`src/rtl/sat_pkg.sv`:
```
// Shared encodings for the clause array: literal and variable-value codes plus the FSM state type.
package sat_pkg;

  localparam logic [1:0] LIT_ABSENT = 2'b00;
  localparam logic [1:0] LIT_POS    = 2'b01;
  localparam logic [1:0] LIT_NEG    = 2'b10;

  localparam logic [1:0] VAL_FREE   = 2'b00;
  localparam logic [1:0] VAL_TRUE   = 2'b01;
  localparam logic [1:0] VAL_FALSE  = 2'b10;

  typedef enum logic [1:0] {
    ST_IDLE = 2'd0,
    ST_SCAN = 2'd1,
    ST_DONE = 2'd2
  } state_e;

  function automatic logic lit_present(input logic [1:0] lit);
    return (lit == LIT_POS) || (lit == LIT_NEG);
  endfunction

  // The value a free variable must take so that this literal becomes true.
  function automatic logic [1:0] lit_to_val(input logic [1:0] lit);
    return (lit == LIT_POS) ? VAL_TRUE : VAL_FALSE;
  endfunction

endpackage

```
`src/rtl/clause_eval.sv`:
```
// Combinational evaluation of one clause slot against the current variable values.
module clause_eval
  import sat_pkg::*;
#(
  parameter int NUM_VARS = 8,
  parameter int IDX_W    = (NUM_VARS > 1) ? $clog2(NUM_VARS) : 1
) (
  input  logic [2*NUM_VARS-1:0]         lits_i,
  input  logic [2*NUM_VARS-1:0]         vals_i,
  output logic                          sat_o,
  output logic [$clog2(NUM_VARS+1)-1:0] freecnt_o,
  output logic [IDX_W-1:0]              imp_idx_o,
  output logic [1:0]                    imp_val_o,
  output logic                          conflict_o
);

  localparam int CNT_W = $clog2(NUM_VARS + 1);

  logic any_lit;
  logic found;

  always_comb begin
    // NOTE: every output starts from a default so no path through the loop can infer a latch.
    sat_o     = 1'b0;
    freecnt_o = '0;
    imp_idx_o = '0;
    imp_val_o = VAL_FREE;
    any_lit   = 1'b0;
    found     = 1'b0;
    for (int i = 0; i < NUM_VARS; i++) begin
      if (lit_present(lits_i[2*i +: 2])) begin
        any_lit = 1'b1;
        if (vals_i[2*i +: 2] == lit_to_val(lits_i[2*i +: 2])) begin
          sat_o = 1'b1;
        end
        if (vals_i[2*i +: 2] == VAL_FREE) begin
          freecnt_o = freecnt_o + CNT_W'(1);
          // Lowest-index free literal is the implication candidate; only used when it is the sole one.
          if (!found) begin
            found     = 1'b1;
            imp_idx_o = IDX_W'(i);
            imp_val_o = lit_to_val(lits_i[2*i +: 2]);
          end
        end
      end
    end
    conflict_o = any_lit && !sat_o && (freecnt_o == '0);
  end

endmodule

```
`src/rtl/clause_array.sv`:
```
// Clause store with a unit-propagation engine: one slot evaluated per cycle, repeated passes until quiet.
module clause_array
  import sat_pkg::*;
#(
  parameter int NUM_VARS    = 8,
  parameter int NUM_CLAUSES = 8,
  parameter int MAX_PASSES  = 8
) (
  input  logic                             clk,
  input  logic                             rst,
  input  logic                             wr_i,
  input  logic [$clog2(NUM_CLAUSES)-1:0]   wr_addr_i,
  input  logic [NUM_VARS*2-1:0]            lits_i,
  input  logic                             clear_i,
  input  logic                             start_i,
  input  logic [NUM_VARS*3-1:0]            var_value_i,
  input  logic                             apply_backtrack_i,
  output logic                             busy_o,
  output logic                             done_o,
  output logic                             conflict_o,
  output logic [$clog2(NUM_CLAUSES)-1:0]   conflict_idx_o,
  output logic [NUM_VARS*3-1:0]            var_value_o,
  output logic [$clog2(NUM_VARS+1)-1:0]    imp_cnt_o
);

  localparam int AW = $clog2(NUM_CLAUSES);
  localparam int CW = $clog2(NUM_VARS + 1);
  localparam int IW = (NUM_VARS > 1) ? $clog2(NUM_VARS) : 1;
  localparam int PW = $clog2(MAX_PASSES + 1);

  state_e                 state_q, state_d;
  logic [AW-1:0]          slot_q, slot_d;
  logic [PW-1:0]          pass_cnt_q, pass_cnt_d;
  logic                   imp_pass_q, imp_pass_d;
  logic [NUM_VARS*3-1:0]  var_q, var_d;
  logic [CW-1:0]          imp_cnt_q, imp_cnt_d;
  logic                   conflict_q, conflict_d;
  logic [AW-1:0]          conflict_idx_q, conflict_idx_d;
  logic [NUM_CLAUSES-1:0] valid_q, valid_d;
  logic [2*NUM_VARS-1:0]  mem_q [NUM_CLAUSES];
  logic                   mem_we;
  logic                   imp_now;

  logic [2*NUM_VARS-1:0]  slot_lits;
  logic [2*NUM_VARS-1:0]  cur_vals;
  logic                   ev_sat;
  logic [CW-1:0]          ev_freecnt;
  logic [IW-1:0]          ev_imp_idx;
  logic [1:0]             ev_imp_val;
  logic                   ev_conflict;

  // An invalid slot presents no literals, which the evaluator treats as a no-op.
  always_comb begin
    slot_lits = valid_q[slot_q] ? mem_q[slot_q] : '0;
    cur_vals  = '0;
    for (int i = 0; i < NUM_VARS; i++) begin
      cur_vals[2*i +: 2] = var_q[3*i +: 2];
    end
  end

  clause_eval #(
    .NUM_VARS (NUM_VARS),
    .IDX_W    (IW)
  ) u_eval (
    .lits_i     (slot_lits),
    .vals_i     (cur_vals),
    .sat_o      (ev_sat),
    .freecnt_o  (ev_freecnt),
    .imp_idx_o  (ev_imp_idx),
    .imp_val_o  (ev_imp_val),
    .conflict_o (ev_conflict)
  );

  always_comb begin
    state_d        = state_q;
    slot_d         = slot_q;
    pass_cnt_d     = pass_cnt_q;
    imp_pass_d     = imp_pass_q;
    var_d          = var_q;
    imp_cnt_d      = imp_cnt_q;
    conflict_d     = conflict_q;
    conflict_idx_d = conflict_idx_q;
    valid_d        = valid_q;
    mem_we         = 1'b0;
    imp_now        = 1'b0;

    unique case (state_q)
      ST_IDLE: begin
        if (start_i) begin
          var_d          = var_value_i;
          imp_cnt_d      = '0;
          pass_cnt_d     = '0;
          imp_pass_d     = 1'b0;
          slot_d         = '0;
          conflict_d     = 1'b0;
          conflict_idx_d = '0;
          state_d        = ST_SCAN;
        end else begin
          if (clear_i) begin
            valid_d = '0;
          end else if (wr_i) begin
            valid_d[wr_addr_i] = 1'b1;
            mem_we             = 1'b1;
          end
          if (apply_backtrack_i) begin
            for (int i = 0; i < NUM_VARS; i++) begin
              if (var_q[3*i+2]) var_d[3*i +: 3] = 3'b000;
            end
          end
        end
      end

      ST_SCAN: begin
        if (ev_conflict) begin
          conflict_d     = 1'b1;
          conflict_idx_d = slot_q;
          state_d        = ST_DONE;
        end else begin
          if (!ev_sat && (ev_freecnt == CW'(1))) begin
            var_d[3*ev_imp_idx +: 3] = {1'b1, ev_imp_val};
            imp_cnt_d                = imp_cnt_q + CW'(1);
            imp_pass_d               = 1'b1;
            imp_now                  = 1'b1;
          end
          if (slot_q == AW'(NUM_CLAUSES - 1)) begin
            pass_cnt_d = pass_cnt_q + PW'(1);
            if ((imp_pass_q || imp_now) && (int'(pass_cnt_q) + 1 < MAX_PASSES)) begin
              slot_d     = '0;
              imp_pass_d = 1'b0;
            end else begin
              state_d = ST_DONE;
            end
          end else begin
            slot_d = slot_q + AW'(1);
          end
        end
      end

      ST_DONE: state_d = ST_IDLE;

      default: state_d = ST_IDLE;
    endcase
  end

  always_ff @(posedge clk) begin
    // NOTE: sequential state uses non-blocking assignments so every flop samples pre-edge values.
    if (rst) begin
      state_q        <= ST_IDLE;
      slot_q         <= '0;
      pass_cnt_q     <= '0;
      imp_pass_q     <= 1'b0;
      var_q          <= '0;
      imp_cnt_q      <= '0;
      conflict_q     <= 1'b0;
      conflict_idx_q <= '0;
      valid_q        <= '0;
    end else begin
      state_q        <= state_d;
      slot_q         <= slot_d;
      pass_cnt_q     <= pass_cnt_d;
      imp_pass_q     <= imp_pass_d;
      var_q          <= var_d;
      imp_cnt_q      <= imp_cnt_d;
      conflict_q     <= conflict_d;
      conflict_idx_q <= conflict_idx_d;
      valid_q        <= valid_d;
    end
  end

  // NOTE: clause storage is not reset; the valid bits alone decide whether a slot's contents matter.
  always_ff @(posedge clk) begin
    if (mem_we) mem_q[wr_addr_i] <= lits_i;
  end

  assign busy_o         = (state_q != ST_IDLE);
  assign done_o         = (state_q == ST_DONE);
  assign conflict_o     = conflict_q;
  assign conflict_idx_o = conflict_idx_q;
  assign var_value_o    = var_q;
  assign imp_cnt_o      = imp_cnt_q;

endmodule
```
`config.mk`:
```
export PLATFORM = sky130hd
export DESIGN_NAME = clause_array
export DESIGN_NICKNAME = d
export VERILOG_FILES = /design/src/rtl/sat_pkg.sv /design/src/rtl/clause_eval.sv /design/src/rtl/clause_array.sv
export SDC_FILE = /design/constraint.sdc
export NUM_CORES = 1
export LEC_CHECK = 0
export CAP_MARGIN = 25
export CORE_AREA = 2 2 130 132
export DETAILED_ROUTE_END_ITERATION = 10
export DIE_AREA = 0 0 132 134
export PLACE_DENSITY = 0.86
export SLEW_MARGIN = 0
export SYNTH_ARGS = -nofsm -noshare
export SYNTH_HDL_FRONTEND = slang
export SYNTH_SLANG_ARGS = --single-unit
```
`constraint.sdc`:
```
create_clock -name clk -period 18.6 [get_ports clk]
set_input_delay 3.72 -clock clk [delete_from_list [all_inputs] [get_ports clk]]
set_output_delay 3.72 -clock clk [all_outputs]
set_load 0.005 [all_outputs]
```
==> summary.md <==
| Metric | Value |
|---|---|
| Tot GR Track Use | between 20 and 25% |
| Largest family of logic cells by synthesized area | simple AND/OR/NAND/NOR gates |
| Effective utilization at floorplan | 54.1% |
| Gpl congestion | 0.924 |
| Final critical delay including setup and external delays | around 9100 ps |
| Growth of design area from synthesis to finish | 19.2% |
| Die height | ~130 um |
| Clk_lat worst skew | 440 ps |
| Simple-gate share of the synthesized area | between 10% and 20% |
| Least setup slack across all paths after layout | between 9000 and 10000 ps |
| Slowest CP cell | a211oi_4 |
| Final count of negative-setup-slack endpoints | 0 |
| Leak Pwr | ~3.6 nW |
| Fin Clk Skew | around 13 ps |
| Multiplexer fraction of the synthesized cell area | 11.7% |
| DRC | 0 |
| Die outline area | between 15000 and 20000 um^2 |
| 1st-pass router iterations | 5 |
| Pins Over Slew Limit | 0 |
| Number of H-tree levels | 4 |
| Final Hold Viols | 0 |
| Largest net degree at the start of global routing | 36 |
| Worst-Margin Slew | about 900 ps |
| Wirelength per Cell | 20.6 um |
| Mean Syn Cell Area | 12.7 um^2 |
| Filler cell count in the final layout | around 1200 |
| Cell area after placement | slightly below 10000 um^2 |
| Most common cell in the synthesized netlist | edfxtp_1 |
| Detailed router's first-iteration violation count | 640 |
| Setup repair after global routing missed its margin | false |
| Post-cts repair resize count | 0 |
| Top cells by count, synth | edfxtp_1, nor2_1, dfxtp_1 |
| Data required time at the worst endpoint | approximately 19000 ps |
| Number of enable flip-flop cells after synthesis | 128 |
| Proportion of total power due to net switching | a little over a quarter |
| Antenna-violating nets left | 0 |
| Setup bufs post-CTS | 0 |
| Cell at the root of the clock tree | clkbuf_16 |
| Diodes inserted | 0 |
| Clock Pin Slew Worst Setup and Hold Paths | about 80 ps |
| Nets in the synthesized netlist | 766 |
| Nature of the critical path startpoint | flip-flop |
| Wire length of the first global-routing pass | roughly 33000 um |
| Synth Register Bits | between 150 and 200 |
| Remaining max-slew budget at the tightest pin | between 30% and 40% |
| Worst vdd rail ir drop | 0.0715 mV |
| Worst min-delay path class | reg2reg |
| Hold Path Origin | conflict_o$_SDFFE_PP0P_ |
| Final design utilization | approximately 64% |
| Register Area | slightly below 5000 um^2 |
| Worst slack at placement | between 9000 and 10000 ps |
| Number of library cell types mapped by synthesis | 72 |
| Final #Nets | approximately 860 |
| GRT Residual Overflow | 0 |
| Via Count | approximately 6300 |
| Clock tree from TritonCTS | done |
| Horizontal die dimension | roughly 130 um |
| CP most frequent cell | ha_1 |
| Final wirelength | between 20000 and 25000 um |
| Clock share of power | between 30% and 40% |
| Largest delay share family, worst path | compound AO/OA/AOI/OAI gates |
| Peak Freq | 0.110 GHz |
| Cell internal pwr | about 670 uW |
| Switching Power | between 200 and 250 uW |
| Total area of multi-input combinational cells | ~3700 um^2 |
| Fraction of final layout cells with drive strength greater than 1 | between 10% and 20% |
| Sum Neg Setup Slack | 0 ps |
| Max-cap violation count | 0 |
| Fraction of the mapped netlist area in compound gates | 12.4% |
| CP max FO | 32 |
| Async set-reset flop share out of synthesis | 0% |
| Combined buffer and inverter count along the critical path | 3 |
| Cell count after synthesis | 693 |
| Final period utilization | around half |
| Placeable core area | about 16000 um^2 |
| Final design area excluding fillers | about 10000 um^2 |
| Critical path data arrival time | around 9500 ps |
| Antenna violations before repair | 0 |
| I/O pin count | 83 |
| Pwr dens | between 80 and 90 nW/um^2 |
| Share of the synthesized area in the top cell type | 43.7% |
| # rows | between 40 and 50 |
| Detail-routed via count per cell | 6.20 |
| Category of the most critical setup path | reg2reg |
| Main flop type after synthesis | edfxtp_1 |
| Register area share after synthesis | 55.7% |
| Half-perimeter wire length after placement | 13700 um |
| Vias in the first global route | just over 6000 |
| Number of buffer cells added on primary ports | 82 |
| Cell type contributing the most total cell area after synthesis | edfxtp_1 |
| Portion of total power attributed to sequential cells | roughly half |
| Overall power of the completed layout | roughly 900 uW |
| Post-synthesis share of cell area spent on xor and xnor gates | around 1.9% |
| Total number of clock tree sinks | approximately 180 |
| Number of warnings printed during yosys synthesis | 0 |
| Clock Tree Buf Depth | 2 |
| Synth area leaders | edfxtp_1, dfxtp_1, mux4_2 |
| Post-synth design cell area | about 8800 um^2 |
| Gate power share | approximately 11% |
| Crit end category | flip-flop |
| Quantity of hold-fixing buffers added after cts | 0 |
| Slowest Stage Delay on Critical Path | 640 ps |
| Result of the run | completed |
| CTS Buf Count | 17 |
| Synth Area in Adders | approximately 3.4% |
[registers in the layout (all words and copies together) (netlist names), named ones only]
signal / cells
mem_q: 128
var_value_o: 24
valid_q: 8
imp_cnt_o: 4
pass_cnt_q: 4
conflict_idx_o: 3
slot_q: 3
state_q: 2
conflict_o: 1
imp_pass_q: 1
[through the flow]
stage | hold WS [ps] | cells
floorplan | 435 | 693
global placement | 445 | 981
detailed placement | 449 | 981
CTS | 458 | 1013
global route | 471 | 1015
finish | 456 | 1015
[power by group through the flow]
stage | clock network, mW | logic [mW] | registers [mW]
3_5_place_dp | 0 | 0.0989 | 0.458
2_1_floorplan | 0 | 0.0602 | 0.455
4_1_cts | 0.356 | 0.100 | 0.449
5_1_grt | 0.373 | 0.110 | 0.450
6_report | 0.352 | 0.101 | 0.449
3_3_place_gp | 0 | 0.0966 | 0.457
[final cells by class]
class	instances	share of cell area, %
Sequential cell	181	46.7
Multi-Input combinational cell	469	35.6
Timing Repair Buffer	97	8.89
Clock buffer	18	4.09
Tap cell	220	2.62
Clock inverter	14	1.50
Inverter	16	0.572
[layout by cell type (no fill, tap or decap), drive strengths merged, types with 7 or more instances in the layout]
cell	n
o21ai	22
clkbuf	18
mux2i	25
dfxtp	53
nor3	19
a22oi	8
nand3	17
clkdlybuf4s50	82
or3	13
a21oi	42
a211oi	8
and2	7
a31oi	7
mux4	34
edfxtp	128
or2	11
inv	23
ha	24
nand2	43
buf	15
clkinv	7
o21a	13
xnor2	11
nor2	60
[worst paths after layout]
kind,endpoint,slack (ps),cells past startpoint
worst min-delay path,conflict_o$_SDFFE_PP0P_,460,2
worst min register to register,conflict_o$_SDFFE_PP0P_,460,2
worst max-delay path,slot_q[0]$_SDFFE_PP0P_,9500,32
worst max register to register,slot_q[0]$_SDFFE_PP0P_,9500,32
[layer usage]
| layer | GRT usage (%) | part of all wire, % |
|---|---|---|
| met5 | 0 | 0 |
| met2 | 40.4 | 50 |
| met4 | 9.84 | 2.7 |
| met1 | 31.1 | 40 |
| met3 | 5.48 | 7.7 |
[cells by family after synthesis]
kind of cell	after synthesis
compound gates	155
xor+xnor	14
fa+ha+maj	24
buf+inv	43
flops	181
mux	60
simple gates	216
[tightest hold or removal path, cell delays in order, from the launching register on]
cell	delay (ps)
dfxtp_1	310
nand2_1	50
a21oi_1	50
No activity file was read; power rests on OpenSTA's default activity.
